<file path="src/rtl/btn_pkg.sv">
// rtl/btn_pkg.sv - shared debouncer state encoding and synchroniser depth
package btn_pkg;

    typedef enum logic [1:0] {
        RELEASED     = 2'd0,
        PRESS_WAIT   = 2'd1,
        PRESSED      = 2'd2,
        RELEASE_WAIT = 2'd3
    } btn_state_e;

    localparam int SYNC_STAGES = 2;

endpackage

</file>
<file path="src/rtl/btn_debounce.sv">
// rtl/btn_debounce.sv - per-button synchroniser, debounce FSM and press strobe
// Optional auto-repeat while held: define AUTO_REPEAT_EN.
module btn_debounce
    import btn_pkg::*;
#(
    parameter int DEBOUNCE_CYCLES = 1_000_000,
    parameter int REPEAT_DELAY    = 50_000_000,
    parameter int REPEAT_PERIOD   = 10_000_000
) (
    input  logic clk,
    input  logic rst_n,
    input  logic i_btn,
    output logic o_pulse
);

    localparam int CNT_W = $clog2(DEBOUNCE_CYCLES + 1);
    localparam logic [CNT_W-1:0] CNT_LAST = CNT_W'(DEBOUNCE_CYCLES - 1);

    logic [SYNC_STAGES-1:0] r_sync;
    logic                   w_btn;

    always_ff @(posedge clk or negedge rst_n) begin
        if (!rst_n) begin
            r_sync <= '0;
        end else begin
            r_sync <= {r_sync[SYNC_STAGES-2:0], i_btn};
        end
    end

    assign w_btn = r_sync[SYNC_STAGES-1];

    btn_state_e       r_state, w_state_next;
    logic [CNT_W-1:0] r_cnt, w_cnt_next;
    logic             w_press;
    logic             w_repeat;
    logic             r_pulse;

    always_ff @(posedge clk or negedge rst_n) begin
        if (!rst_n) begin
            r_state <= RELEASED;
            r_cnt   <= '0;
        end else begin
            r_state <= w_state_next;
            r_cnt   <= w_cnt_next;
        end
    end

    // The sample that leaves a stable state counts as the first of the window,
    // so each wait state needs DEBOUNCE_CYCLES further agreeing samples.
    always_comb begin
        w_state_next = r_state;
        w_cnt_next   = '0;
        case (r_state)
            RELEASED: begin
                if (w_btn) w_state_next = PRESS_WAIT;
            end
            PRESS_WAIT: begin
                if (!w_btn)                 w_state_next = RELEASED;
                else if (r_cnt == CNT_LAST) w_state_next = PRESSED;
                else                        w_cnt_next   = r_cnt + 1'b1;
            end
            PRESSED: begin
                if (!w_btn) w_state_next = RELEASE_WAIT;
            end
            RELEASE_WAIT: begin
                if (w_btn)                  w_state_next = PRESSED;
                else if (r_cnt == CNT_LAST) w_state_next = RELEASED;
                else                        w_cnt_next   = r_cnt + 1'b1;
            end
            default: w_state_next = RELEASED;
        endcase
    end

    assign w_press = (r_state == PRESS_WAIT) && (w_state_next == PRESSED);

`ifdef AUTO_REPEAT_EN
    localparam int REP_MAX = (REPEAT_DELAY > REPEAT_PERIOD) ? REPEAT_DELAY : REPEAT_PERIOD;
    localparam int TMR_W   = $clog2(REP_MAX + 1);

    logic [TMR_W-1:0] r_tmr;
    logic             r_first;
    logic             w_hold;
    logic [TMR_W-1:0] w_limit;

    assign w_hold   = (r_state == PRESSED) && (w_state_next == PRESSED);
    assign w_limit  = r_first ? TMR_W'(REPEAT_DELAY - 1) : TMR_W'(REPEAT_PERIOD - 1);
    assign w_repeat = w_hold && (r_tmr == w_limit);

    // Timer only runs across consecutive PRESSED cycles; any exit rearms the long delay.
    always_ff @(posedge clk or negedge rst_n) begin
        if (!rst_n) begin
            r_tmr   <= '0;
            r_first <= 1'b1;
        end else if (!w_hold) begin
            r_tmr   <= '0;
            r_first <= 1'b1;
        end else if (w_repeat) begin
            r_tmr   <= '0;
            r_first <= 1'b0;
        end else begin
            r_tmr   <= r_tmr + 1'b1;
        end
    end
`else
    // Repeat parameters are inert in this build; the expression is constant false.
    assign w_repeat = (REPEAT_DELAY < 0) && (REPEAT_PERIOD < 0);
`endif

    always_ff @(posedge clk or negedge rst_n) begin
        if (!rst_n) begin
            r_pulse <= 1'b0;
        end else begin
            r_pulse <= w_press | w_repeat;
        end
    end

    assign o_pulse = r_pulse;

endmodule

</file>
<file path="src/rtl/btn_debounce_counter.sv">
// rtl/btn_debounce_counter.sv - up/down counter driven by two debounced buttons
// Optional auto-repeat while held: define AUTO_REPEAT_EN.
module btn_debounce_counter #(
    parameter int WIDTH           = 8,
    parameter int DEBOUNCE_CYCLES = 1_000_000,
    parameter int WRAP            = 1,
    parameter int REPEAT_DELAY    = 50_000_000,
    parameter int REPEAT_PERIOD   = 10_000_000
) (
    input  logic             clk,
    input  logic             rst_n,
    input  logic             btn_up,
    input  logic             btn_down,
    output logic [WIDTH-1:0] count,
    output logic             up_pulse,
    output logic             down_pulse
);

    localparam logic [WIDTH-1:0] CNT_MAX = {WIDTH{1'b1}};
    localparam logic [WIDTH-1:0] CNT_ONE = WIDTH'(1);

    logic             w_up_pulse;
    logic             w_down_pulse;
    logic [WIDTH-1:0] r_count;

    btn_debounce #(
        .DEBOUNCE_CYCLES (DEBOUNCE_CYCLES),
        .REPEAT_DELAY    (REPEAT_DELAY),
        .REPEAT_PERIOD   (REPEAT_PERIOD)
    ) u_up (
        .clk     (clk),
        .rst_n   (rst_n),
        .i_btn   (btn_up),
        .o_pulse (w_up_pulse)
    );

    btn_debounce #(
        .DEBOUNCE_CYCLES (DEBOUNCE_CYCLES),
        .REPEAT_DELAY    (REPEAT_DELAY),
        .REPEAT_PERIOD   (REPEAT_PERIOD)
    ) u_down (
        .clk     (clk),
        .rst_n   (rst_n),
        .i_btn   (btn_down),
        .o_pulse (w_down_pulse)
    );

    // Coincident strobes cancel; at a limit the count either wraps or holds.
    always_ff @(posedge clk or negedge rst_n) begin
        if (!rst_n) begin
            r_count <= '0;
        end else if (w_up_pulse && !w_down_pulse) begin
            if (r_count != CNT_MAX)  r_count <= r_count + CNT_ONE;
            else if (WRAP != 0)      r_count <= '0;
        end else if (w_down_pulse && !w_up_pulse) begin
            if (r_count != '0)       r_count <= r_count - CNT_ONE;
            else if (WRAP != 0)      r_count <= CNT_MAX;
        end
    end

    assign count      = r_count;
    assign up_pulse   = w_up_pulse;
    assign down_pulse = w_down_pulse;

endmodule

</file>
<file path="config.mk">
export PLATFORM = sky130hd
export DESIGN_NAME = btn_debounce_counter
export DESIGN_NICKNAME = d
export VERILOG_FILES = /design/src/rtl/btn_pkg.sv /design/src/rtl/btn_debounce.sv /design/src/rtl/btn_debounce_counter.sv
export SDC_FILE = /design/constraint.sdc
export NUM_CORES = 1
export LEC_CHECK = 0
export ABC_AREA = 0
export BUFFER_PORTS_ARGS = -buffer_cell sky130_fd_sc_hd__buf_2
export CORE_MARGIN = 2
export CORE_UTILIZATION = 45
export DETAILED_ROUTE_END_ITERATION = 12
export GPL_ROUTABILITY_DRIVEN = 0
export PLACE_DENSITY = 0.67
export REMOVE_ABC_BUFFERS = 1
export SYNTH_ARGS = -nofsm -noshare
export SYNTH_HDL_FRONTEND = slang
export SYNTH_SLANG_ARGS = --single-unit
</file>
<file path="constraint.sdc">
create_clock -name clk -period 3.4 [get_ports clk]
set_clock_uncertainty 0.2 [all_clocks]
set_input_delay 0.68 -clock clk [delete_from_list [all_inputs] [get_ports clk]]
set_output_delay 0.68 -clock clk [all_outputs]
set_load 0.005 [all_outputs]
</file>
## Word level (Yosys, flattened, before mapping)

Index checks and enable logic that the tools add are counted.

- $add $sub $neg: 4
- Equality and inequality tests: 11
- Muxes and demuxes: 26
- Reduce and logical (&&, ||, !) cells: 10

Operators by type and width:

| cell | number |
|---|---|
| $mux 20 | 6 |
| $pmux 20 s2 | 2 |
| $add 20x1->20 const B | 2 |
| $eq 20x20->1 const B | 2 |
| $mux 8 | 4 |
| $mux 2 | 12 |
| $pmux 2 s4 | 2 |
| $eq 2x2->1 const B | 6 |
| $add 8x1->8 const B | 1 |
| $ne 8x8->1 const B | 1 |
| $reduce_bool 8->1 | 1 |
| $sub 8x1->8 const B | 1 |
| $eq 2x1->1 const B | 2 |
| $logic_and 1x1->1 | 4 |
| $logic_not 2->1 | 2 |
| $logic_not 1->1 | 2 |
| $reduce_bool 2->1 | 1 |

- Bits in registers: 58
- Bits of input ports: 4

## Depth between registers and ports, before layout

Gate-level depths: netlist of the first run.

- Depth after elaboration: 6
- Gate-level depth with buffers: 7

## Modules after synthesis

From an unflattened synthesis of the first run, not the netlist that was laid out.

- Cells, all modules: 315
- Area total of the unflattened synthesis: 3124.2 sq um

By module, submodules not included:

| module | times used | cells an instance | area an instance (sq um) | seq. area each (sq um) |
|---|---|---|---|---|
| btn_debounce | 2 | 117 | 1197.4 | 625.6 |
| btn_debounce_counter | 1 | 81 | 729.4 | 200.2 |

## Worst setup path after synthesis of the first run

OpenSTA, ideal clock, no wires.

- Kind: flip-flop to flip-flop
- Start point: register u_up.r_cnt[6]
- End point: register u_up.r_state[1]
- Arrival: 2178 ps
- Path slack: 897 ps
- Cell stages (with the launch flop): 5
- Path buffers: 0
- Cell sequence: dfrtp_1 > or4_1 > or4_4 > or4_4 > mux2_4

- Word-level cells in the longest chain between the ends: 4
- Elaborated cells between the ends (all ways): 6
- Classes of those cells: eq/ne (1); mux (5)

Ends and longest elaborated chain:

| element | RTL line | RTL |
|---|---|---|
| start, declared | btn_debounce.sv:33 | `logic [CNT_W-1:0] r_cnt, w_cnt_next;` |
| start signal, assigned | btn_debounce.sv:44 | `r_cnt <= w_cnt_next;` |
| $eq 20x20->1 * | btn_debounce.sv:59, btn_debounce.sv:67 |  |
| $mux 2 (on tied branches) | btn_debounce.sv:67, btn_debounce.sv:59 |  |
| $mux 2 (on tied branches) | btn_debounce.sv:66, btn_debounce.sv:58 |  |
| $pmux 2 s4 * | btn_debounce.sv:53 | `case (r_state)` |
| net u_up.w_state_next[1] | btn_debounce.sv:32 | `btn_state_e r_state, w_state_next;` |
| end signal, assigned | btn_debounce.sv:43 | `r_state <= w_state_next;` |
| end, declared | btn_debounce.sv:32 |  |

Mark *: on every way through the listed nets, which the timed path passes. The rest lies on a longest branch.
A chain may end at the register's enable or synchronous reset.

## Worst setup path after layout of the first run

- Start point: register u_up.r_cnt[6]
- End point: register u_up.r_cnt[8]

- Word-level cells in the longest chain between the ends: 4
- Elaborated cells between the ends (all ways): 6
- Classes of those cells: add/sub (1); eq/ne (1); mux (4)

Ends and longest elaborated chain:

| element | RTL line |
|---|---|
| $add 20x1->20 or $eq 20x20->1 (tied branches) | -- |
| $mux 20 * | btn_debounce.sv:59, btn_debounce.sv:67 |
| $mux 20 (on tied branches) | btn_debounce.sv:66, btn_debounce.sv:58 |
| $pmux 20 s2 * | btn_debounce.sv:53 |
| net u_up.w_cnt_next[8] | btn_debounce.sv:33 |

Marks and branches as above.

==> flow_summary.json, run 1 <==
{
  "synth-seq-cells": 58,
  "rsz0062_at_grt": "no",
  "synth_top_cell_by_area": "dfrtp_1",
  "cp.arrival_ns": 2.62,
  "core_sq_um": 6720,
  "netlist.area_leader.share_pct": 47.0,
  "wl_microns": 6190,
  "die_area_sq_um": 7540,
  "path_class": "flop to flop",
  "worstPathCellList": "or4_1, or4_4, o311ai_4, nor2_1",
  "holdWs_ns": 0.105,
  "maxCapViolations": 0,
  "vias_per_cell": 5.81,
  "dp_cells": 406,
  "die_x_microns": 86.9,
  "final_cell_mix": "58 x dfrtp_1, 37 x nor2_1, 18 x nand2_1, 18 x nand3_1",
  "multi_input_area_sq_um": 1530,
  "dieHeight_microns": 86.9,
  "n_fill_cell": 610,
  "syn_avg_cell_area_sq_um": 9.56,
  "cts_setup_buffers": 0,
  "n_antenna_cell": 0,
  "worstSetupEndpointType": "flop",
  "start_util_pct": 46.0,
  "grt_pass1_wl_microns": 10800,
  "drc": 0,
  "worstMarginPinSlew_ns": 0.804,
  "antenna_found_initial": 0,
  "dpl.hpwl_microns": 4150,
  "h-tree-depth": 3,
  "fin_util_pct": 51.2,
  "grt_start_max_net_pins": 36,
  "timing.final.crit_share_pct": 77.6,
  "vdd_ir_drop_max_mv": 0.246,
  "portBuffers": 13,
  "instances_no_fill": 422,
  "overflow": 0,
  "wl_per_cell_microns": 14.7,
  "powerDensity_nw_per_um2": 414,
  "hold_path_class": "primary input to asynchronous set/reset pin",
  "yosysWarningCount": 0,
  "seq_area_sq_um": 1450,
  "worstPathRequired_ns": 3.39,
  "final_common_cell": "dfrtp_1",
  "crit_family": "simple AND/OR/NAND/NOR gates",
  "clock_latency_ns": 0.34,
  "ant_nets": 0,
  "cts_resized": 0,
  "cts.path.max_buffers": 2,
  "synth.area.top_cells": "dfrtp_1 47%, nor2_1 4.5%, xnor2_1 4.0%",
  "cts_buffers": 9,
  "drive_gt1_share_pct": 12.0,
  "synthArstFlopShare_pct": 100,
  "finalHoldViolations": 0,
  "critPathMaxFanout": 19,
  "drt-pass1-iter-count": 4,
  "max_freq_mhz": 379,
  "path_clk_slew_ns": 0.07,
  "fin_nets": 347,
  "cp_slowest_cell": "o311ai_4",
  "fin_setup_tns_ns": 0,
  "fin_crit_ns": 2.64,
  "outcome": "complete, no violations",
  "root_buffer": "clkbuf_8",
  "netlist_instances": 323,
  "cts_tree": "done",
  "critPathLaunchType": "flop",
  "drt-initial-drc-count": 139,
  "synth.distinct_cells": 47,
  "groute.usage.overall_pct": 18.2,
  "ys_seq_area_share_pct": 47.0,
  "synth_edf_count": 0,
  "ys.flop_type": "dfrtp_1",
  "syn_area_sq_um": 3090,
  "grt_pass1_vias": 2362,
  "max_stage_delay_ns": 0.74,
  "vias": 2451,
  "max-slew-margin-rel_pct": 46.3,
  "pin_count": 14,
  "hold_buffers": 0,
  "report.final.slew_viol_count": 0,
  "clock-sinks": 58,
  "leakage_nw": 1.42,
  "synthToLayoutAreaGrowth_pct": 11.3,
  "path_buf_inv": 0,
  "num_rows": 30,
  "finalSetupViolCount": 0
}
[synthesized netlist by cell type, drive strengths merged (3+ instances only)]
cell type and count:
a21oi 16, and2 6, and3 3, and4 6, clkbuf 11, dfrtp 58
ha 6, inv 16, nand2 18, nand3 18, nand4 12, nor2 37
nor3 6, nor4 3, o211ai 3, o21a 5, o21ai 12, o311ai 3
o31ai 5, o41ai 3, or3 9, or4 13, or4b 3, xnor2 14
xor2 14
[metal layers]
| layer | vias up | global-route usage, % | share of wire, % |
|---|---|---|---|
| met3 | 14 | 3.41 | 3.1 |
| met5 | - | 0 | 0 |
| met4 | 0 | 9.38 | 2.3 |
| met1 | 1186 | 25.3 | 49 |
| met2 | 41 | 27.1 | 45 |
| li1 | 1210 | - | - |
[sequential cells by signal, summed over array words and instances, names as in the netlist, 2 cells and up]
signal and flops:
u_down.r_sync 2, u_up.r_cnt 20, count 8, u_down.r_cnt 20, u_up.r_sync 2, u_up.r_state 2, u_down.r_state 2
[cells by family (layout without fill, tap and decap cells)]
group	after synthesis	count (layout)	share of synthesized area, %
multiplexers	2	2	0.850
XOR/XNOR	28	28	7.94
adder cells (fa/ha/maj)	6	6	2.43
AO/OA/AOI/OAI	58	58	12.8
buffers and inverters	28	47	3.44
flip-flops	58	58	47.0
AND/OR/NAND/NOR	143	143	25.5
[final timing paths]
check	start	to	slack, ns	depth (start not counted)
worst max-delay path	u_up.r_cnt[6]$_DFF_PN0_	u_up.r_cnt[8]$_DFF_PN0_	0.76	4
max in group asynchronous	rst_n	u_up.r_cnt[18]$_DFF_PN0_	2.05	2
worst max register to register	u_up.r_cnt[6]$_DFF_PN0_	u_up.r_cnt[8]$_DFF_PN0_	0.76	4
min in group clk	u_up.r_sync[0]$_DFF_PN0_	u_up.r_sync[1]$_DFF_PN0_	0.15	0
worst min-delay path	rst_n	count[7]$_DFFE_PN0P_	0.11	1
worst min register to register	u_up.r_sync[0]$_DFF_PN0_	u_up.r_sync[1]$_DFF_PN0_	0.15	0
[report_power, final]
part,internal [W],switching [W]
registers,0.000696,0.00000447
clock network,0.000420,0.000271
logic,0.00000747,0.0000240
[layout make-up]
class | instances | share of cell area [%]
tap | 80 | 2.91
clock buffer | 15 | 5.42
clock inverter | 1 | 0.873
inverter | 16 | 1.75
multi-input combinational | 237 | 44.5
sequential | 58 | 42.2
timing repair buffer | 15 | 2.33
[stage by stage]
stage | setup slack (ns) | total power [W] | instance area, sq um
global placement | 0.831 | 0.000746 | 3220
finish | 0.761 | 0.00142 | 3440
floorplan | 0.731 | 0.000724 | 3040
detailed placement | 0.785 | 0.000746 | 3220
CTS | 0.767 | 0.00143 | 3440
global route | 0.618 | 0.00147 | 3440
(Power assumes the default switching activity.)
==> inputs of run 2 (changes only) <==
Clock period 3.4 ns to 2.7 ns, I/O delays scaled along.
==> run 2 against run 1 <==
Net effect:
- non-clock buffer count up 2
- maximum frequency is 2.6% higher
- sequential cell count did not move
- clock power is 19% higher
- first-iteration DRC count grew 18%
- largest cell class unchanged
- clock-buffer cell count fell by 2
- worst hold slack worse by 0.10 ns
- power up 23%
- design area rose by 0.44%
- via count down 0.57%
- critical path depth unchanged
- combinational power grew 36%
==> flow_summary.json, run 2 (same netlist as run 1, synthesis figures left out) <==
{
  "p_seq_share_pct": 50.4,
  "comb_power_share_pct": 2.4,
  "drt-pass1-iter-count": 4,
  "wl_microns": 6080,
  "worstMarginPinSlew_ns": 0.589,
  "start_util_pct": 46.0,
  "cts.path.max_buffers": 2,
  "dpl.hpwl_microns": 4140,
  "overflow": 0,
  "path_clk_slew_ns": 0.08,
  "core_sq_um": 6720,
  "vias": 2437,
  "cts_tree": "done",
  "report.final.slew_viol_count": 0,
  "hold_path_class": "primary input to asynchronous set/reset pin",
  "h-tree-depth": 3,
  "path_buf_inv": 0,
  "pin_count": 14,
  "worstPathCellList": "or4_1, or4_4, or4_4, mux2_4",
  "worstPathRequired_ns": 2.71,
  "powerDensity_nw_per_um2": 506,
  "place_ws_ns": 0.132,
  "fin_util_pct": 51.4,
  "antenna_found_initial": 0,
  "cts_buffers": 9,
  "maxCapViolations": 0,
  "finalHoldViolations": 0,
  "dieHeight_microns": 86.9,
  "max-slew-margin-rel_pct": 60.7,
  "critPathMaxFanout": 5,
  "crit_family": "simple AND/OR/NAND/NOR gates",
  "groute.usage.overall_pct": 17.5,
  "vdd_ir_drop_max_mv": 0.242,
  "p_int_w": 0.00138,
  "max_freq_mhz": 389,
  "cp.arrival_ns": 2.58,
  "wl_per_cell_microns": 14.4,
  "grt_pass1_vias": 2249,
  "n_antenna_cell": 0,
  "worstSetupEndpointType": "flop",
  "die_area_sq_um": 7540,
  "clock-sinks": 58,
  "finalSetupViolCount": 0,
  "vias_per_cell": 5.76,
  "ant_nets": 0,
  "outcome": "complete, no violations",
  "synthToLayoutAreaGrowth_pct": 11.8,
  "leakage_nw": 1.43,
  "clock_latency_ns": 0.33,
  "path_class": "flop to flop",
  "cts_setup_buffers": 0,
  "cpMostUsedCell": "or4_4",
  "timing.final.crit_share_pct": 95.3,
  "fin_setup_tns_ns": 0,
  "drive_gt1_share_pct": 12.5,
  "final_cell_mix": "58 x dfrtp_1, 37 x nor2_1, 18 x nand2_1, 18 x nand3_1",
  "drc": 0,
  "n_fill_cell": 627,
  "root_buffer": "clkbuf_8",
  "power_switching_w": 0.000365,
  "grt_start_max_net_pins": 34,
  "grt_pass1_wl_microns": 10500,
  "die_x_microns": 86.9,
  "worst_slack_ns": 0.128,
  "cp_slowest_cell": "or4_4",
  "rsz0062_at_grt": "no",
  "num_rows": 30,
  "critPathLaunchType": "flop",
  "final_common_cell": "dfrtp_1",
  "switching_share_pct": 20.9,
  "fin_crit_ns": 2.57,
  "cts_resized": 0,
  "fin_nets": 349,
  "hold_buffers": 0,
  "pwr-share-clk_pct": 47.1,
  "portBuffers": 13,
  "drt-initial-drc-count": 164,
  "max_stage_delay_ns": 0.55
}
==> run 2: cell count changes in the layout (fill, tap and decap cells not counted), sizes merged <==
cell / previous run / this run
clkbuf: 15 / 13
buf: 15 / 17
clkinv: 0 / 1
==> run 2: final timing paths <==
check / start / end / slack [ns] / cells after the start
max reg2reg: u_up.r_cnt[6]$_DFF_PN0_ / u_up.r_state[1]$_DFF_PN0_ / 0.13 / 4
max in group asynchronous: rst_n / u_down.r_cnt[2]$_DFF_PN0_ / 1.70 / 2
min: rst_n / count[7]$_DFFE_PN0P_ / 0.0009 / 1
max: u_up.r_cnt[6]$_DFF_PN0_ / u_up.r_state[1]$_DFF_PN0_ / 0.13 / 4
min in group clk: btn_down / u_down.r_sync[0]$_DFF_PN0_ / 0.12 / 1
min reg2reg: u_up.r_sync[0]$_DFF_PN0_ / u_up.r_sync[1]$_DFF_PN0_ / 0.15 / 0
==> run 2: routing by layer <==
metal | GRT usage [%] | up-vias | part of all wire [%]
li1 | - | 1205 | -
met1 | 24.7 | 1180 | 49
met2 | 25.7 | 46 | 45
met3 | 4.64 | 6 | 4.1
met4 | 6.82 | 0 | 1.2
met5 | 0 | - | 0
==> run 2: per-stage QoR <==
step	hold slack, ns	total power [W]	instance area [sq um]	std cells
floorplan	0.0444	0.000912	3040	311
global placement	0.148	0.000943	3250	408
detailed placement	0.136	0.000944	3250	408
CTS	0.0210	0.00177	3450	423
global route	0.0546	0.00182	3450	423
finish	0.000884	0.00175	3450	423
==> run 2: power by group through the flow <==
stage / clock, W / sequential [W] / combinational (W)
detailed placement: 0 / 0.000898 / 0.0000453
floorplan: 0 / 0.000897 / 0.0000151
global placement: 0 / 0.000898 / 0.0000447
global route: 0.000890 / 0.000883 / 0.0000502
finish: 0.000825 / 0.000882 / 0.0000427
CTS: 0.000847 / 0.000882 / 0.0000451
==> run 2: layout make-up <==
cell class | count | area [sq um] | area share, %
clock buffer | 13 | 169 | 4.89
clock inverter | 2 | 35.0 | 1.01
inverter | 16 | 60.1 | 1.74
multi-input combinational | 237 | 1530 | 44.3
sequential | 58 | 1450 | 42.0
tap | 80 | 100 | 2.90
timing repair buffer | 17 | 108 | 3.11
==> inputs of run 3 (changes only) <==
Settings changed: BUFFER_PORTS_ARGS -buffer_cell sky130_fd_sc_hd__buf_2 to -buffer_cell sky130_fd_sc_hd__buf_4, CTS_BUF_LIST set to sky130_fd_sc_hd__clkbuf_16.
==> run 3 against run 2 <==
Net effect:
- register-to-register slack hardly changed
- wire length is 3.7% higher
- design area is 3.0% higher
- setup slack better by 0.010 ns
- combinational power is 4.9% lower
- sequential share of layout area is 1.2 points lower
- via count is 1.7% higher
- global-route usage is 0.70 points higher
- power is 15% higher
- sequential cell count stayed put
- worst hold slack better by 0.073 ns
- largest cell class unchanged
- highest routed layer unchanged
==> flow_summary.json, run 3 (same netlist as run 1, synthesis figures left out) <==
{
  "maxCapViolations": 0,
  "report.final.slew_viol_count": 0,
  "hold_path_class": "primary input to asynchronous set/reset pin",
  "path_class": "flop to flop",
  "drt-pass1-iter-count": 4,
  "wl_microns": 6300,
  "grt_pass1_wl_microns": 10600,
  "h-tree-depth": 3,
  "drt-initial-drc-count": 100,
  "n_antenna_cell": 0,
  "cts_resized": 0,
  "path_buf_inv": 0,
  "clock_latency_ns": 0.33,
  "portBuffers": 13,
  "overflow": 0,
  "worstPathRequired_ns": 2.71,
  "seq_area_sq_um": 1450,
  "powerDensity_nw_per_um2": 566,
  "dieHeight_microns": 86.9,
  "rsz0062_at_grt": "no",
  "cts_setup_buffers": 0,
  "fin_crit_ns": 2.56,
  "vias": 2478,
  "worstPathCellList": "or4_1, or4_4, or4_4, mux2_4",
  "holdWs_ns": 0.0738,
  "synthToLayoutAreaGrowth_pct": 15.1,
  "root_buffer": "clkbuf_16",
  "num_rows": 30,
  "crit_family": "simple AND/OR/NAND/NOR gates",
  "start_util_pct": 46.0,
  "pin_count": 14,
  "grt_start_max_net_pins": 59,
  "place_ws_ns": 0.150,
  "final_cell_mix": "58 x dfrtp_1, 37 x nor2_1, 18 x nand2_1, 18 x nand3_1",
  "wl_per_cell_microns": 14.9,
  "cpMostUsedCell": "or4_4",
  "multi_input_area_sq_um": 1530,
  "grt_pass1_vias": 2249,
  "cp.arrival_ns": 2.57,
  "path_clk_slew_ns": 0.05,
  "worst_slack_ns": 0.138,
  "p_total_w": 0.00201,
  "fin_nets": 349,
  "outcome": "complete, no violations",
  "core_sq_um": 6720,
  "vias_per_cell": 5.84,
  "fin_setup_tns_ns": 0,
  "max-slew-margin-rel_pct": 52.5,
  "groute.usage.overall_pct": 18.2,
  "die_x_microns": 86.9,
  "dpl.hpwl_microns": 4140,
  "finalHoldViolations": 0,
  "worstSetupEndpointType": "flop",
  "n_fill_cell": 604,
  "cp_slowest_cell": "or4_4",
  "ant_nets": 0,
  "drive_gt1_share_pct": 12.2,
  "timing.final.crit_share_pct": 94.9,
  "cts_buffers": 9,
  "critPathMaxFanout": 5,
  "leakage_nw": 1.46,
  "critPathLaunchType": "flop",
  "vdd_ir_drop_max_mv": 0.337,
  "max_stage_delay_ns": 0.55,
  "cts_tree": "done",
  "final_common_cell": "dfrtp_1",
  "worstMarginPinSlew_ns": 0.713,
  "antenna_found_initial": 0,
  "finalSetupViolCount": 0,
  "hold_buffers": 0,
  "die_area_sq_um": 7540,
  "cts.path.max_buffers": 2,
  "max_freq_mhz": 390,
  "clock-sinks": 58,
  "drc": 0
}
run 3: cell types whose count changed in the layout (fill, tap and decap cells not counted), moves of 2 or more:
cell	previous run	this run
clkbuf_8	12	0
clkinvlp_4	0	2
clkbuf_16	0	9
buf_4	3	17
buf_2	13	0
clkinv_1	0	2
run 3: final timing paths:
check	slack, ns	endpoint	start	cells after the start
min reg2reg	0.15	u_down.r_sync[1]$_DFF_PN0_	u_down.r_sync[0]$_DFF_PN0_	0
min	0.07	count[7]$_DFFE_PN0P_	rst_n	1
max in group asynchronous	1.75	u_down.r_cnt[3]$_DFF_PN0_	rst_n	1
min in group clk	0.12	u_up.r_sync[0]$_DFF_PN0_	btn_up	1
max reg2reg	0.14	u_up.r_state[1]$_DFF_PN0_	u_up.r_cnt[6]$_DFF_PN0_	4
max	0.14	u_up.r_state[1]$_DFF_PN0_	u_up.r_cnt[6]$_DFF_PN0_	4
run 3: per-stage QoR:
step / utilization [%] / instance area [sq um] / std cells
2_1_floorplan: - / 3040 / 311
3_3_place_gp: 48.7 / 3270 / 408
3_5_place_dp: 48.7 / 3270 / 408
4_1_cts: 52.9 / 3560 / 424
5_1_grt: 52.9 / 3560 / 424
6_report: 52.9 / 3560 / 424
run 3: report_power, final:
part           internal (W)  switching, W
Sequential         0.000878    0.00000570
Clock              0.000701      0.000389
Combinational     0.0000106     0.0000300
run 3: layer usage:
layer | up-vias | track usage, % | wire length, microns
met5 | - | 0 | 0
met4 | 0 | 11.2 | 163
met3 | 16 | 3.79 | 212
met2 | 56 | 26.7 | 2910
met1 | 1199 | 24.6 | 3020
li1 | 1207 | - | -
run 3: area by class of cell:
| type | instances | share of cell area, % |
|---|---|---|
| Tap cell | 80 | 2.81 |
| Sequential cell | 58 | 40.8 |
| Multi-Input combinational cell | 237 | 43.1 |
| Clock buffer | 9 | 6.33 |
| Clock inverter | 7 | 1.72 |
| Timing Repair Buffer | 17 | 3.59 |
| Inverter | 16 | 1.69 |
